`config.mk`:
```
export PLATFORM = sky130hd
export DESIGN_NAME = enc8b10b_nlane
export DESIGN_NICKNAME = d
export VERILOG_FILES = /design/src/rtl/enc8b10b_pkg.sv /design/src/rtl/enc8b10b_lane.sv /design/src/rtl/enc8b10b_nlane.sv
export SDC_FILE = /design/constraint.sdc
export NUM_CORES = 1
export LEC_CHECK = 0
export BUFFER_PORTS_ARGS = -buffer_cell sky130_fd_sc_hd__buf_2
export CORE_MARGIN = 4
export CORE_UTILIZATION = 56
export DETAILED_ROUTE_END_ITERATION = 16
export GPL_ROUTABILITY_DRIVEN = 1
export PLACE_DENSITY = 0.87
export SLEW_MARGIN = 5
export SYNTH_ARGS = -nofsm -noshare
export SYNTH_HDL_FRONTEND = slang
export SYNTH_HIERARCHICAL = 1
export SYNTH_SLANG_ARGS = --single-unit
```
`constraint.sdc`:
```
create_clock -name clk -period 22.7 [get_ports clk]
set_input_delay 3.405 -clock clk [delete_from_list [all_inputs] [get_ports clk]]
set_output_delay 3.405 -clock clk [all_outputs]
set_load 0.02 [all_outputs]
```
`src/rtl/enc8b10b_pkg.sv`:
```
// Shared constants and code tables for the multi-lane 8b/10b encoder.
// Tables hold the RD- column; the RD+ column is derived by the lane.
// Optional build macro used by the encoder files: K_CHECK_EN.
package enc8b10b_pkg;

    localparam logic [9:0] K28_5_RDN = 10'h0FA;
    localparam logic [9:0] K28_5_RDP = 10'h305;
    localparam logic [9:0] D0_0_RDN  = 10'h274;

    // Widest supported configuration is four lanes.
    localparam int LANE_IDX_W = 2;

    // Control characters that have a defined 10b code.
    localparam int N_LEGAL_K = 12;
    localparam logic [7:0] LEGAL_K [N_LEGAL_K] = '{
        8'h1C, 8'h3C, 8'h5C, 8'h7C, 8'h9C, 8'hBC, 8'hDC, 8'hFC,
        8'hF7, 8'hFB, 8'hFD, 8'hFE
    };

    function automatic logic is_legal_k(input logic [7:0] b);
        logic hit;
        hit = 1'b0;
        for (int i = 0; i < N_LEGAL_K; i++) begin
            if (b == LEGAL_K[i]) hit = 1'b1;
        end
        return hit;
    endfunction

    // 5b/6b RD- column, abcdei with a as MSB.
    function automatic logic [5:0] enc6_rdn(input logic [4:0] x);
        logic [5:0] c;
        case (x)
            5'd0:    c = 6'b100111;
            5'd1:    c = 6'b011101;
            5'd2:    c = 6'b101101;
            5'd3:    c = 6'b110001;
            5'd4:    c = 6'b110101;
            5'd5:    c = 6'b101001;
            5'd6:    c = 6'b011001;
            5'd7:    c = 6'b111000;
            5'd8:    c = 6'b111001;
            5'd9:    c = 6'b100101;
            5'd10:   c = 6'b010101;
            5'd11:   c = 6'b110100;
            5'd12:   c = 6'b001101;
            5'd13:   c = 6'b101100;
            5'd14:   c = 6'b011100;
            5'd15:   c = 6'b010111;
            5'd16:   c = 6'b011011;
            5'd17:   c = 6'b100011;
            5'd18:   c = 6'b010011;
            5'd19:   c = 6'b110010;
            5'd20:   c = 6'b001011;
            5'd21:   c = 6'b101010;
            5'd22:   c = 6'b011010;
            5'd23:   c = 6'b111010;
            5'd24:   c = 6'b110011;
            5'd25:   c = 6'b100110;
            5'd26:   c = 6'b010110;
            5'd27:   c = 6'b110110;
            5'd28:   c = 6'b001110;
            5'd29:   c = 6'b101110;
            5'd30:   c = 6'b011110;
            default: c = 6'b101011;
        endcase
        return c;
    endfunction

    // 3b/4b RD- column, fghj with f as MSB; alt picks A7 over P7 for x.7.
    function automatic logic [3:0] enc4_rdn(input logic [2:0] y, input logic alt);
        logic [3:0] c;
        case (y)
            3'd0:    c = 4'b1011;
            3'd1:    c = 4'b1001;
            3'd2:    c = 4'b0101;
            3'd3:    c = 4'b1100;
            3'd4:    c = 4'b1101;
            3'd5:    c = 4'b1010;
            3'd6:    c = 4'b0110;
            default: c = alt ? 4'b0111 : 4'b1110;
        endcase
        return c;
    endfunction

endpackage

```
`src/rtl/enc8b10b_lane.sv`:
```
// Single-byte combinational 8b/10b encoder with RD in/out for chaining.
// With K_CHECK_EN defined, an illegal K is replaced by K28.5.
module enc8b10b_lane
    import enc8b10b_pkg::*;
(
    input  logic [7:0] data_i,
    input  logic       k_i,
    input  logic       rd_in_i,
    output logic [9:0] sym_o,
    output logic       rd_out_o,
    output logic       k_illegal_o
);

    logic [4:0] x;
    logic [2:0] y;
    logic       legal_k;
    logic       k28;
    logic       rd6;
    logic       alt7;
    logic [5:0] c6;
    logic [3:0] c4;

    // Encode 6b then 4b, each sub-block choosing its column from the RD it sees.
    // NOTE: every variable gets a value on every path before use, so no latch is inferred.
    always_comb begin
        x           = data_i[4:0];
        y           = data_i[7:5];
        legal_k     = k_i && is_legal_k(data_i);
        k_illegal_o = k_i && !legal_k;
        k28         = legal_k && (x == 5'd28);

        c6 = k28 ? 6'b001111 : enc6_rdn(x);
        if (!k28 && (x == 5'd7)) begin
            c6 = rd_in_i ? 6'b000111 : 6'b111000;
        end else if (rd_in_i && ($countones(c6) != 3)) begin
            c6 = ~c6;
        end
        rd6 = ($countones(c6) > 3) ? 1'b1 :
              ($countones(c6) < 3) ? 1'b0 : rd_in_i;

        // A7 avoids a run of five equal bits across the 6b/4b boundary.
        alt7 = legal_k ||
               (rd6 ? ((x == 5'd11) || (x == 5'd13) || (x == 5'd14))
                    : ((x == 5'd17) || (x == 5'd18) || (x == 5'd20)));
        c4 = enc4_rdn(y, alt7);
        if (rd6 && (($countones(c4) != 2) || (y == 3'd3))) begin
            c4 = ~c4;
        end
        // Keep the comma polarity of K28.1/.5/.6 tied to the 6b block.
        if (k28 && !rd6 && ((y == 3'd1) || (y == 3'd5) || (y == 3'd6))) begin
            c4 = ~c4;
        end
        rd_out_o = ($countones(c4) > 2) ? 1'b1 :
                   ($countones(c4) < 2) ? 1'b0 : rd6;
        sym_o    = {c6, c4};

`ifdef K_CHECK_EN
        if (k_illegal_o) begin
            sym_o    = rd_in_i ? K28_5_RDP : K28_5_RDN;
            rd_out_o = !rd_in_i;
        end
`endif
    end

endmodule

```
`src/rtl/enc8b10b_nlane.sv`:
```
// NBYTES-wide 8b/10b encoder: lanes chained on running disparity, one
// registered output stage with valid/ready. Build macro K_CHECK_EN adds
// the k_err port and K28.5 substitution for illegal control codes.
module enc8b10b_nlane
    import enc8b10b_pkg::*;
#(
    parameter int NBYTES  = 2,
    parameter bit RD_INIT = 1'b0
)
(
    input  logic                   clk,
    input  logic                   reset,
    input  logic                   in_valid,
    output logic                   in_ready,
    input  logic [8*NBYTES-1:0]    in_data,
    input  logic [NBYTES-1:0]      in_k,
    input  logic                   rd_load,
    input  logic                   rd_load_val,
    output logic                   out_valid,
    input  logic                   out_ready,
    output logic [10*NBYTES-1:0]   out_sym,
    output logic                   out_rd
`ifdef K_CHECK_EN
    ,
    output logic [NBYTES-1:0]      k_err
`endif
);

    logic                  out_valid_q;
    logic [10*NBYTES-1:0]  sym_q;
    logic [10*NBYTES-1:0]  sym_d;
    logic                  out_rd_q;
    logic                  rd_q;
    logic                  rd_d;
    logic                  lane0_rd;
    logic                  accept;
    logic [NBYTES-1:0]     k_illegal_d;

    assign in_ready  = !out_valid_q || out_ready;
    assign accept    = in_valid && in_ready;
    // A load strobe coinciding with an accept seeds lane 0 directly.
    assign lane0_rd  = rd_load ? rd_load_val : rd_q;
    assign out_valid = out_valid_q;
    assign out_sym   = sym_q;
    assign out_rd    = out_rd_q;

    for (genvar i = 0; i < NBYTES; i++) begin : g_lane
        logic       rd_in;
        logic       rd_out;
        logic [9:0] sym;
        logic       k_ill;

        if (i == 0) begin : g_head
            assign rd_in = lane0_rd;
        end else begin : g_tail
            assign rd_in = g_lane[i-1].rd_out;
        end

        enc8b10b_lane u_lane (
            .data_i      (in_data[8*i +: 8]),
            .k_i         (in_k[i]),
            .rd_in_i     (rd_in),
            .sym_o       (sym),
            .rd_out_o    (rd_out),
            .k_illegal_o (k_ill)
        );

        assign sym_d[10*i +: 10] = sym;
        assign k_illegal_d[i]    = k_ill;
    end

    assign rd_d = g_lane[NBYTES-1].rd_out;

`ifdef K_CHECK_EN
    logic [NBYTES-1:0] k_err_q;
    assign k_err = k_err_q;
`else
    logic unused_k_illegal;
    assign unused_k_illegal = ^k_illegal_d;
`endif

    // Output register and disparity state; RD moves only on accept or load.
    // NOTE: sequential state uses non-blocking assignments so all registers update together.
    always_ff @(posedge clk) begin
        if (reset) begin
            out_valid_q <= 1'b0;
            sym_q       <= '0;
            out_rd_q    <= RD_INIT;
            rd_q        <= RD_INIT;
`ifdef K_CHECK_EN
            k_err_q     <= '0;
`endif
        end else if (accept) begin
            out_valid_q <= 1'b1;
            sym_q       <= sym_d;
            out_rd_q    <= rd_d;
            rd_q        <= rd_d;
`ifdef K_CHECK_EN
            k_err_q     <= k_illegal_d;
`endif
        end else begin
            if (out_ready) out_valid_q <= 1'b0;
            if (rd_load)   rd_q        <= rd_load_val;
        end
    end

endmodule

```
# After elaboration in Yosys (flattened, before gate mapping)
# Memories as Yosys holds them, arrays and structs flattened.
# Index checks and enable logic that the tools add are counted.
totals:
  regBits: 23
  mem_bits_ro: 384
  out_inout_bits: 23
  wordCells: 202
  n_memories: 2
op_classes:
  addsub: 32
  magnitude_cmp: 8
  eq_ne: 56
  mux: 54
  bitwise: 6
  reduce_logical: 40
mem_list:
  columns: ["memory", "words", "word_bits", "rd", "rd_ports_with_merged_regs", "wr", "line", "text"]
  rows:
  - ["(no name shown)", 32, 6, 1, 0, 0, "enc8b10b_pkg.sv:32", "case (x)"]
  - ["(no name shown)", 32, 6, 1, 0, 0, "enc8b10b_pkg.sv:32", null]
op_table:
  columns: ["op", "n"]
  rows:
  - ["32-bit adder", 12]
  - ["8-bit == test, second input constant", 16]
  - ["32-bit by 3-bit greater-than comparator with 1-bit output, second input constant", 4]
  - ["32-bit by 3-bit < comparator with 1-bit output, second input constant", 4]
  - ["32-bit by 3-bit inequality test with 1-bit output, second input constant", 4]
  - ["4-bit case mux with 7 select lines", 2]
  - ["6-bit 2-to-1 mux", 8]
  - ["1-bit by 1-bit adder with 2-bit output", 20]
  - ["5-bit == test, second input constant", 8]
  - ["1-bit 2-to-1 mux", 38]
  - ["8-bit by 7-bit == test with 1-bit output, second input constant", 4]
  - ["5-bit by 4-bit == test with 1-bit output, second input constant", 6]
  - ["4-bit 2-to-1 mux", 6]
  - ["3-bit == test, second input constant", 6]
  - ["1-bit logical OR", 17]
  - ["8-bit by 5-bit == test with 1-bit output, second input constant", 2]
  - ["8-bit by 6-bit == test with 1-bit output, second input constant", 2]
  - ["4-bit NOT", 4]
  - ["1-bit logical AND", 15]
  - ["3-bit by 2-bit == test with 1-bit output, second input constant", 4]
  - ["6-bit NOT", 2]
  - ["5-bit by 3-bit == test with 1-bit output, second input constant", 2]
  - ["3-bit by 1-bit == test with 1-bit output, second input constant", 2]
  - ["3-bit logical NOT", 2]
  - ["other kinds (2)", 6]

# Depth between registers and ports, before layout
# Gate-level depths: netlist (run 1).
depth:
  ltp_word: 73
  ltp_mapped: 67
  mapped_depth_nobuf: 66

# Hierarchy
# The synthesis (run 1) kept the hierarchy.
modules_own_cells:
  columns: ["module", "instances", "cells_per_inst", "area_per_inst_um2", "seq_area_each_um2"]
  rows:
  - ["enc8b10b_lane (g_lane[0].u_lane)", 1, 160, 1258.7, 0.0]
  - ["enc8b10b_lane (g_lane[1].u_lane)", 1, 147, 1144.8, 0.0]
  - ["enc8b10b_nlane", 1, 103, 904.6, 460.4]

# Worst setup path before layout (run 1)
# No wires, ideal clock.
synth_path:
  kind: "input-to-reg"
  start: "input in_data[0]"
  end: "register out_rd_q (netlist: out_rd)"
  setup_ps: 70
  arrival_time_ps: 17894
  t_required_ps: 22630
  setup_slack_ps: 4735
  cell_stages: 62
  path_buffers: 0
  path_cell_list: "ha_1 -> nor2b_4 -> and3_1 -> o31ai_1 -> inv_1 -> fa_1 -> fa_1 -> inv_1 -> ha_1 -> inv_1 -> fa_1 -> nand3b_1 -> nand2_1 -> nor2_1 -> mux2i_1 -> o21ai_0 -> fa_1 -> fa_1 -> [... 26 more ...] -> nor4_2 -> a221oi_2 -> o2bb2ai_2 -> inv_1 -> fa_1 -> inv_1 -> ha_1 -> ha_1 -> nand2b_1 -> o21ai_0 -> o311a_1 -> xor2_1 -> ha_1 -> or3_1 -> ha_1 -> a31oi_1 -> nand3_1 -> a21oi_1"
synth_via:
  elab_chain_cells: 72
  word_cells_on_any_way: 122
  classes_between: "add/sub (27); order compare (8); eq/ne (23); mux (36); bitwise (5); reduce/logical (22); memory (1)"
synth_lines:
  columns: ["item", "line", "text"]
  rows:
  - ["start: declaration", "enc8b10b_nlane.sv:15", "input logic [8*NBYTES-1:0] in_data,"]
  - ["8-bit by 5-bit == test with 1-bit output", "enc8b10b_pkg.sv:24", "if (b == LEGAL_K[i]) hit = 1'b1;"]
  - ["1-bit 2-to-1 mux (12 in a row)", "enc8b10b_pkg.sv:24", null]
  - ["1-bit logical AND", "enc8b10b_lane.sv:28", "legal_k = k_i && is_legal_k(data_i);"]
  - ["1-bit logical AND", "enc8b10b_lane.sv:30", "k28 = legal_k && (x == 5'd28);"]
  - ["6-bit 2-to-1 mux", "enc8b10b_lane.sv:32", "c6 = k28 ? 6'b001111 : enc6_rdn(x);"]
  - ["1-bit by 1-bit adder with 2-bit output (implied by the code)", "enc8b10b_lane.sv:35", "end else if (rd_in_i && ($countones(c6) != 3)) begin"]
  - ["32-bit adder (implied by the code) (2 in a row)", "enc8b10b_lane.sv:35", null]
  - ["32-bit by 3-bit inequality test with 1-bit output", "enc8b10b_lane.sv:35", null]
  - ["[... 3 more ...]", null, null]
  - ["via g_lane[0].sym[7]", "enc8b10b_nlane.sv:50", "logic [9:0] sym;"]
  - ["[... 18 more ...]", null, null]
  - ["via g_lane[0].sym[3]", "enc8b10b_nlane.sv:50", null]
  - ["[... 5 more ...]", null, null]
  - ["via g_lane[0].rd_out", "enc8b10b_nlane.sv:49", "logic rd_out;"]
  - ["[... 3 more ...]", null, null]
  - ["via g_lane[1].sym[5]", "enc8b10b_nlane.sv:50", null]
  - ["[... 17 more ...]", null, null]
  - ["4-bit 2-to-1 mux (*)", "enc8b10b_lane.sv:50", "if (k28 && !rd6 && ((y == 3'd1) || (y == 3'd5) || (y == 3'd6))) begin"]
  - ["via g_lane[1].sym[3]", "enc8b10b_nlane.sv:50", null]
  - ["1-bit by 1-bit adder with 2-bit output (implied by the code) (*)", "enc8b10b_lane.sv:53, enc8b10b_lane.sv:54", null]
  - ["32-bit adder (implied by the code) (*)", "enc8b10b_lane.sv:53, enc8b10b_lane.sv:54", null]
  - ["32-bit by 3-bit < comparator with 1-bit output", "enc8b10b_lane.sv:54", "($countones(c4) < 2) ? 1'b0 : rd6;"]
  - ["1-bit 2-to-1 mux", "enc8b10b_lane.sv:54", null]
  - ["1-bit 2-to-1 mux (*)", "enc8b10b_lane.sv:53", "rd_out_o = ($countones(c4) > 2) ? 1'b1 :"]
  - ["via g_lane[1].rd_out", "enc8b10b_nlane.sv:49", null]
  - ["end signal: assignment", "enc8b10b_nlane.sv:96", "out_rd_q <= rd_d;"]
  - ["end: declaration", "enc8b10b_nlane.sv:32", "logic out_rd_q;"]
# Mark *: on every way through the listed nets, which the timed path passes. The rest lies on a longest branch.
# A chain may end at the register's enable or synchronous reset.

# Final worst setup path (run 1)
layout_path:
  start: "input in_data[1]"
  end: "register out_rd_q (netlist: out_rd)"
# The elaborated chain is that of the path after synthesis.

==> results of run 1 <==
[cells in the final DEF (no fill, tap or decap), types with 4 or more instances in the layout]
master,instances
a21oi_1,39
a221oi_2,4
a31oi_1,5
and2_1,4
buf_2,46
dfxtp_1,23
fa_1,14
ha_1,30
inv_1,25
nand2_1,17
nand2b_1,12
nand3_1,31
nand3b_1,4
nor2_1,15
nor2b_1,6
nor3_1,5
nor3b_1,4
o21ai_0,26
o21ai_1,16
xnor2_1,13
xor2_1,4
[routing by layer]
layer	global-route usage [%]	wire (um)
met2	39.5	4000
met3	2.55	356
met5	0	0
met1	26.7	3210
met4	5.32	127
[layout make-up]
type | instances | area, um^2
sequential | 23 | 460
tap | 72 | 90.1
clock buffer | 4 | 45.0
fill | 490 | 2150
timing repair buffer | 46 | 230
multi-input combinational | 324 | 2480
inverter | 30 | 116
[flip-flops by register name (all words and copies together), names as in the netlist]
signal,count
out_rd,1
out_sym,20
out_valid,1
rd_q,1
[through the flow]
stage                     hold slack [ps]  std cells  area (um^2)  worst slack, ps  util [%]
final                                 479        499         3430             3230      61.5
after global routing                  498        499         3430             2010      61.5
after CTS                             482        499         3430             3270      61.5
after detailed placement              471        495         3380             3050      60.7
after global placement                460        495         3380             3640      60.7
after floorplan                       547        403         3270             4740         -
[worst min-delay path, stage by stage (launching register included)]
cell,delay [ps]
dfxtp_1,310
o21ai_0,60
a21oi_1,60
[worst max-delay path by stage]
stage	from	to	slack [ps]
2_1_floorplan	in_data[0]	out_rd	4740
3_3_place_gp	in_data[0]	out_rd	3640
3_5_place_dp	in_data[1]	out_rd	3050
4_1_cts	in_data[1]	out_rd	3270
5_1_grt	in_data[1]	rd_q	2010
6_report	in_data[1]	out_rd	3230
==> impl_metrics.json, run 1 <==
{
  "status": "finished clean",
  "path_depth": 64,
  "cts_sinks": 23,
  "critPathRequiredTime_ps": 22890,
  "worstHoldStart": "out_sym[8]",
  "cp-end-kind": "register",
  "rr_worst_depth": 51,
  "antenna_found_initial": 0,
  "postSynthAreaPerCell_um2": 8.12,
  "cts_made_buffers": 3,
  "rows": 27,
  "vias": 3052,
  "die_area_um2": 7130,
  "ant_nets": 0,
  "crit_path_frequent_cell": "ha_1",
  "hp-class": "register to register",
  "die_h_um": 84.4,
  "cpLargestDelayFamily": "adder cells",
  "io_pins": 47,
  "clock-root-buffer": "clkbuf_8",
  "syn_area_um2": 3270,
  "fin_nets": 496,
  "htree_levels": 1,
  "setup_viol": 0,
  "grt_pass1_wl_mm": 13.3,
  "tightest_slew_ps": 522,
  "cap_violations": 0,
  "grt_pass1_vias": 3000,
  "finalCriticalPeriod_ps": 19470,
  "hpwl_mm": 6.14,
  "num_antenna_cells": 0,
  "syn_to_final_growth_pct": 4.78,
  "crit_buf_inv": 8,
  "r2r-start": "rd_q",
  "rsz0062_at_grt": "no",
  "grt_max_degree": 25,
  "initial_core_util_pct": 58.7,
  "grt-ovfl-total": 0,
  "crit_arrival_ps": 19670,
  "finalWeightedCongestion": 0.902,
  "drive_above_1_share_pct": 19.9,
  "hold_viol": 0,
  "cp_slowest_stage_delay_ps": 580,
  "drtIter0Drc": 147,
  "core_um2": 5570,
  "hold_end": "out_sym[8]",
  "max_freq_mhz": 51.4,
  "grtUsageTotal_pct": 21.5,
  "period_share_pct": 85.8,
  "yosysWarnings": 6,
  "cp_max_fo": 10,
  "tritoncts": "built",
  "drcViolationCount": 0,
  "finalSetupTns_ps": 0,
  "cts_buffer_depth": 2,
  "post_cts_buffers": 0,
  "cp-start-kind": "input pin",
  "fin_skew_ps": 8.27,
  "r2r_slack_ps": 9010,
  "hold_buffers": 0,
  "clkTransAtPathRegs_ps": 80,
  "reg2reg_to": "out_rd",
  "first_pass_iters": 5,
  "wirelength_mm": 7.69,
  "crit_slowest_cell": "fa_1",
  "synth_nets": 471,
  "syn_inst": 403,
  "io_buffers": 46,
  "slew_headroom_pct": 65.2,
  "worst-setup-path-type": "input pin to register",
  "fp.dieW_um": 84.4,
  "wl_per_cell_um": 15.4,
  "clk_latency_ps": 260,
  "vias_per_cell": 6.12,
  "cts_resized": 0,
  "slew_violations": 0,
  "min_path_cells": 2
}
Power of run 1 is left out: the tool's default activity adds up to more than one toggle a clock period on the data nets, which glitch-free logic cannot reach.
==> run 2, diff against run 1 <==
Settings changed: CELL_PAD_IN_SITES_DETAIL_PLACEMENT set to 0, CELL_PAD_IN_SITES_GLOBAL_PLACEMENT set to 1, CORE_UTILIZATION 56 to 44, PLACE_DENSITY 0.87 to 0.91.
==> impl_metrics.json, run 2 (synthesis results as in run 1) <==
{
  "grt_max_degree": 25,
  "rr_worst_depth": 51,
  "clkTransAtPathRegs_ps": 90,
  "crit_slowest_cell": "fa_1",
  "rows": 31,
  "worst-setup-path-type": "input pin to register",
  "max_freq_mhz": 51.7,
  "crit_arrival_ps": 19520,
  "status": "finished clean",
  "drcViolationCount": 0,
  "finalCriticalPeriod_ps": 19330,
  "hp-class": "register to register",
  "cts_sinks": 23,
  "startpoint": "in_data[1]",
  "hold_buffers": 0,
  "num_antenna_cells": 0,
  "drtIter0Drc": 123,
  "slew_violations": 0,
  "clock-root-buffer": "clkbuf_8",
  "fin_skew_ps": 1.95,
  "htree_levels": 1,
  "cts_resized": 0,
  "finalWeightedCongestion": 0.906,
  "ant_nets": 0,
  "vias_per_cell": 5.63,
  "die_area_um2": 8880,
  "tightest_slew_ps": 514,
  "critPathCapture": "rd_q",
  "initial_core_util_pct": 45.1,
  "vias": 2959,
  "cp_max_fo": 10,
  "finalSetupTns_ps": 0,
  "grt_pass1_vias": 2829,
  "most-common-layout-cells": "buf_2 (46), a21oi_1 (39), nand3_1 (31), ha_1 (30), o21ai_0 (26)",
  "clk_latency_ps": 260,
  "layout_commonest_cell": "buf_2",
  "fillers": 730,
  "slew_headroom_pct": 65.8,
  "cp-start-kind": "input pin",
  "final_core_util_pct": 47.7,
  "placed_cells": 522,
  "syn_to_final_growth_pct": 5.85,
  "cap_violations": 0,
  "crit_path_frequent_cell": "ha_1",
  "setup_viol": 0,
  "tritoncts": "built",
  "final-instance-count-excl-fill": 526,
  "r2r-start": "rd_q",
  "cp_slowest_stage_delay_ps": 570,
  "largest_reg_flops": 20,
  "reg2reg_to": "rd_q",
  "period_share_pct": 85.1,
  "first_pass_iters": 4,
  "grtUsageTotal_pct": 17.2,
  "die_h_um": 94.2,
  "cp-end-kind": "register",
  "fp.dieW_um": 94.2,
  "r2r_slack_ps": 9180,
  "io_pins": 47,
  "grt-ovfl-total": 0,
  "post_cts_buffers": 0,
  "io_buffers": 46,
  "critPathRequiredTime_ps": 22890,
  "cts_buffer_depth": 2,
  "wl_per_cell_um": 14.4,
  "hold_viol": 0,
  "hpwl_mm": 5.95,
  "core_um2": 7250,
  "drive_above_1_share_pct": 20.1,
  "fin_nets": 496,
  "grt_pass1_wl_mm": 12.8,
  "cts_made_buffers": 3,
  "antenna_found_initial": 0,
  "rsz0062_at_grt": "no",
  "wirelength_mm": 7.55
}
-- run 2: through the flow --
stage | area (um^2) | setup slack [ps] | hold WS [ps]
2_1_floorplan | 3270 | 4740 | 547
3_3_place_gp | 3420 | 3510 | 462
3_5_place_dp | 3420 | 3090 | 466
4_1_cts | 3460 | 3360 | 478
5_1_grt | 3460 | 2130 | 506
6_report | 3460 | 3370 | 475
-- run 2: layout make-up --
type | instances | area (um^2) | area share, %
clock buffer | 3 | 41.3 | 1.19
clock inverter | 1 | 5.00 | 0.145
inverter | 30 | 116 | 3.36
multi-input combinational | 324 | 2480 | 71.8
sequential | 23 | 460 | 13.3
tap | 99 | 124 | 3.58
timing repair buffer | 46 | 230 | 6.65
-- run 2: routing by layer --
| layer | up-vias | track usage, % | part of all wire (%) |
|---|---|---|---|
| li1 | 1500 | - | - |
| met1 | 1402 | 23.4 | 46 |
| met2 | 51 | 29.3 | 49 |
| met3 | 6 | 2.40 | 3.4 |
| met4 | 0 | 3.01 | 0.72 |
| met5 | - | 0 | 0 |
-- run 2: critical path, delay by kind of cell --
kind | cells | cell delay (ps)
buffers and inverters | 8 | 620
and+or+nand+nor | 14 | 2810
adders and majority gates | 24 | 8720
AOI/OAI and AO/OA | 14 | 3230
xor gates and xnor gates | 3 | 530
muxes | 1 | 130
-- run 2: worst min-delay path by stage --
| stage | startpoint | end | slack, ps | cells after the start |
|---|---|---|---|---|
| after floorplan | out_sym[13] | out_sym[13] | 550 | 2 |
| after global placement | out_sym[10] | out_sym[10] | 460 | 2 |
| after detailed placement | out_sym[9] | out_sym[9] | 470 | 2 |
| after CTS | out_sym[9] | out_sym[9] | 480 | 2 |
| after global routing | out_sym[10] | out_sym[10] | 510 | 2 |
| final | out_sym[9] | out_sym[9] | 470 | 2 |
Power of run 2 is left out for the same reason.
==> run 3, diff against run 2 <==
Settings changed: CORE_MARGIN 4 to not set, GPL_TIMING_DRIVEN set to 0.
==> impl_metrics.json, run 3 (synthesis results as in run 1) <==
{
  "layout_commonest_cell": "buf_2",
  "most-common-layout-cells": "buf_2 (46), a21oi_1 (39), nand3_1 (31), ha_1 (30), o21ai_0 (26)",
  "worst-setup-path-type": "input pin to register",
  "tritoncts": "built",
  "finalCriticalPeriod_ps": 19480,
  "cp_max_fo": 7,
  "largest_reg_flops": 20,
  "worstHoldStart": "out_sym[18]",
  "antenna_found_initial": 0,
  "htree_levels": 1,
  "cts_resized": 0,
  "die_area_um2": 7780,
  "fin_skew_ps": 6.40,
  "grtUsageTotal_pct": 20.0,
  "rsz0062_at_grt": "no",
  "clk_latency_ps": 260,
  "finalSetupTns_ps": 0,
  "hpwl_mm": 6.11,
  "hp-class": "register to register",
  "wl_per_cell_um": 13.8,
  "vias": 3049,
  "wirelength_mm": 7.57,
  "cpLargestDelayFamily": "adder cells",
  "dr.max_layer_used": "met4",
  "crit_path_frequent_cell": "ha_1",
  "hold_end": "out_sym[18]",
  "rr_worst_depth": 52,
  "ant_nets": 0,
  "post_cts_buffers": 0,
  "drive_above_1_share_pct": 22.8,
  "fin_nets": 517,
  "cp-end-kind": "register",
  "reg2reg_to": "rd_q",
  "crit_slowest_cell": "fa_1",
  "cts_sinks": 23,
  "critPathRequiredTime_ps": 22900,
  "grt_pass1_wl_mm": 12.7,
  "grt_max_degree": 14,
  "cts_made_buffers": 3,
  "die_h_um": 88.2,
  "r2r_slack_ps": 8930,
  "crit_buf_inv": 7,
  "first_pass_iters": 4,
  "status": "finished clean",
  "min_path_cells": 2,
  "grt_pass1_vias": 2793,
  "period_share_pct": 85.8,
  "drtIter0Drc": 122,
  "cp-start-kind": "input pin",
  "slew_headroom_pct": 62.4,
  "cp_slowest_stage_delay_ps": 580,
  "grt-ovfl-total": 0,
  "initial_core_util_pct": 45.3,
  "slew_violations": 0,
  "drcViolationCount": 0,
  "max_freq_mhz": 51.3,
  "setup_viol": 0,
  "io_pins": 47,
  "syn_to_final_growth_pct": 11.5,
  "hold_buffers": 0,
  "finalWeightedCongestion": 0.853,
  "fp.dieW_um": 88.2,
  "wl_met2_mm": 3.66,
  "hold_viol": 0,
  "tightest_slew_ps": 561,
  "r2r-start": "rd_q",
  "clkTransAtPathRegs_ps": 90,
  "rows": 31,
  "vias_per_cell": 5.57,
  "core_um2": 7210,
  "cts_buffer_depth": 2,
  "path_depth": 63,
  "io_buffers": 41,
  "dr_wl_met3_um": 266,
  "wirelength_met1_mm": 3.57,
  "num_antenna_cells": 0,
  "cap_violations": 0,
  "crit_arrival_ps": 19680,
  "clock-root-buffer": "clkbuf_8"
}
## run 3: cell count changes in the layout (fill, tap and decap cells not counted), sizes merged
cell and delta:
clkbuf +5, buf +16
## run 3: per-layer routing
layer | track usage, % | up-vias
li1 | - | 1545
met1 | 28.3 | 1442
met2 | 33.4 | 56
met3 | 2.52 | 6
met4 | 2.93 | 0
met5 | 0 | -
## run 3: how the worst max path moves through the flow
stage	from	end	slack (ps)
floorplan	in_data[0]	out_rd	4740
global placement	in_data[0]	rd_q	3180
detailed placement	in_data[0]	rd_q	2950
CTS	in_data[0]	rd_q	3170
global route	in_data[0]	rd_q	2030
finish	in_data[0]	rd_q	3220
## run 3: through the flow
step / setup WS (ps) / utilization [%] / cell area, um^2 / hold WS [ps] / cells
6_report: 3220 / 50.5 / 3650 / 479 / 547
5_1_grt: 2030 / 50.5 / 3650 / 509 / 547
4_1_cts: 3170 / 50.5 / 3650 / 480 / 547
3_5_place_dp: 2950 / 49.9 / 3600 / 466 / 543
3_3_place_gp: 3180 / 49.9 / 3600 / 468 / 543
2_1_floorplan: 4740 / - / 3270 / 547 / 403
## run 3: area by class of cell
cell class | instances | area, um^2
Buffer | 26 | 209
Inverter | 30 | 116
Timing Repair Buffer | 41 | 205
Fill cell | 759 | 3570
Sequential cell | 23 | 460
Multi-Input combinational cell | 324 | 2480
Tap cell | 99 | 124
Clock buffer | 3 | 41.3
Clock inverter | 1 | 5.00
## run 3: worst min-delay path, cell delays in order (launching register included)
cell	delay, ps
dfxtp_1	310
o21ai_0	60
a21oi_1	60
Power of run 3 is left out for the same reason.
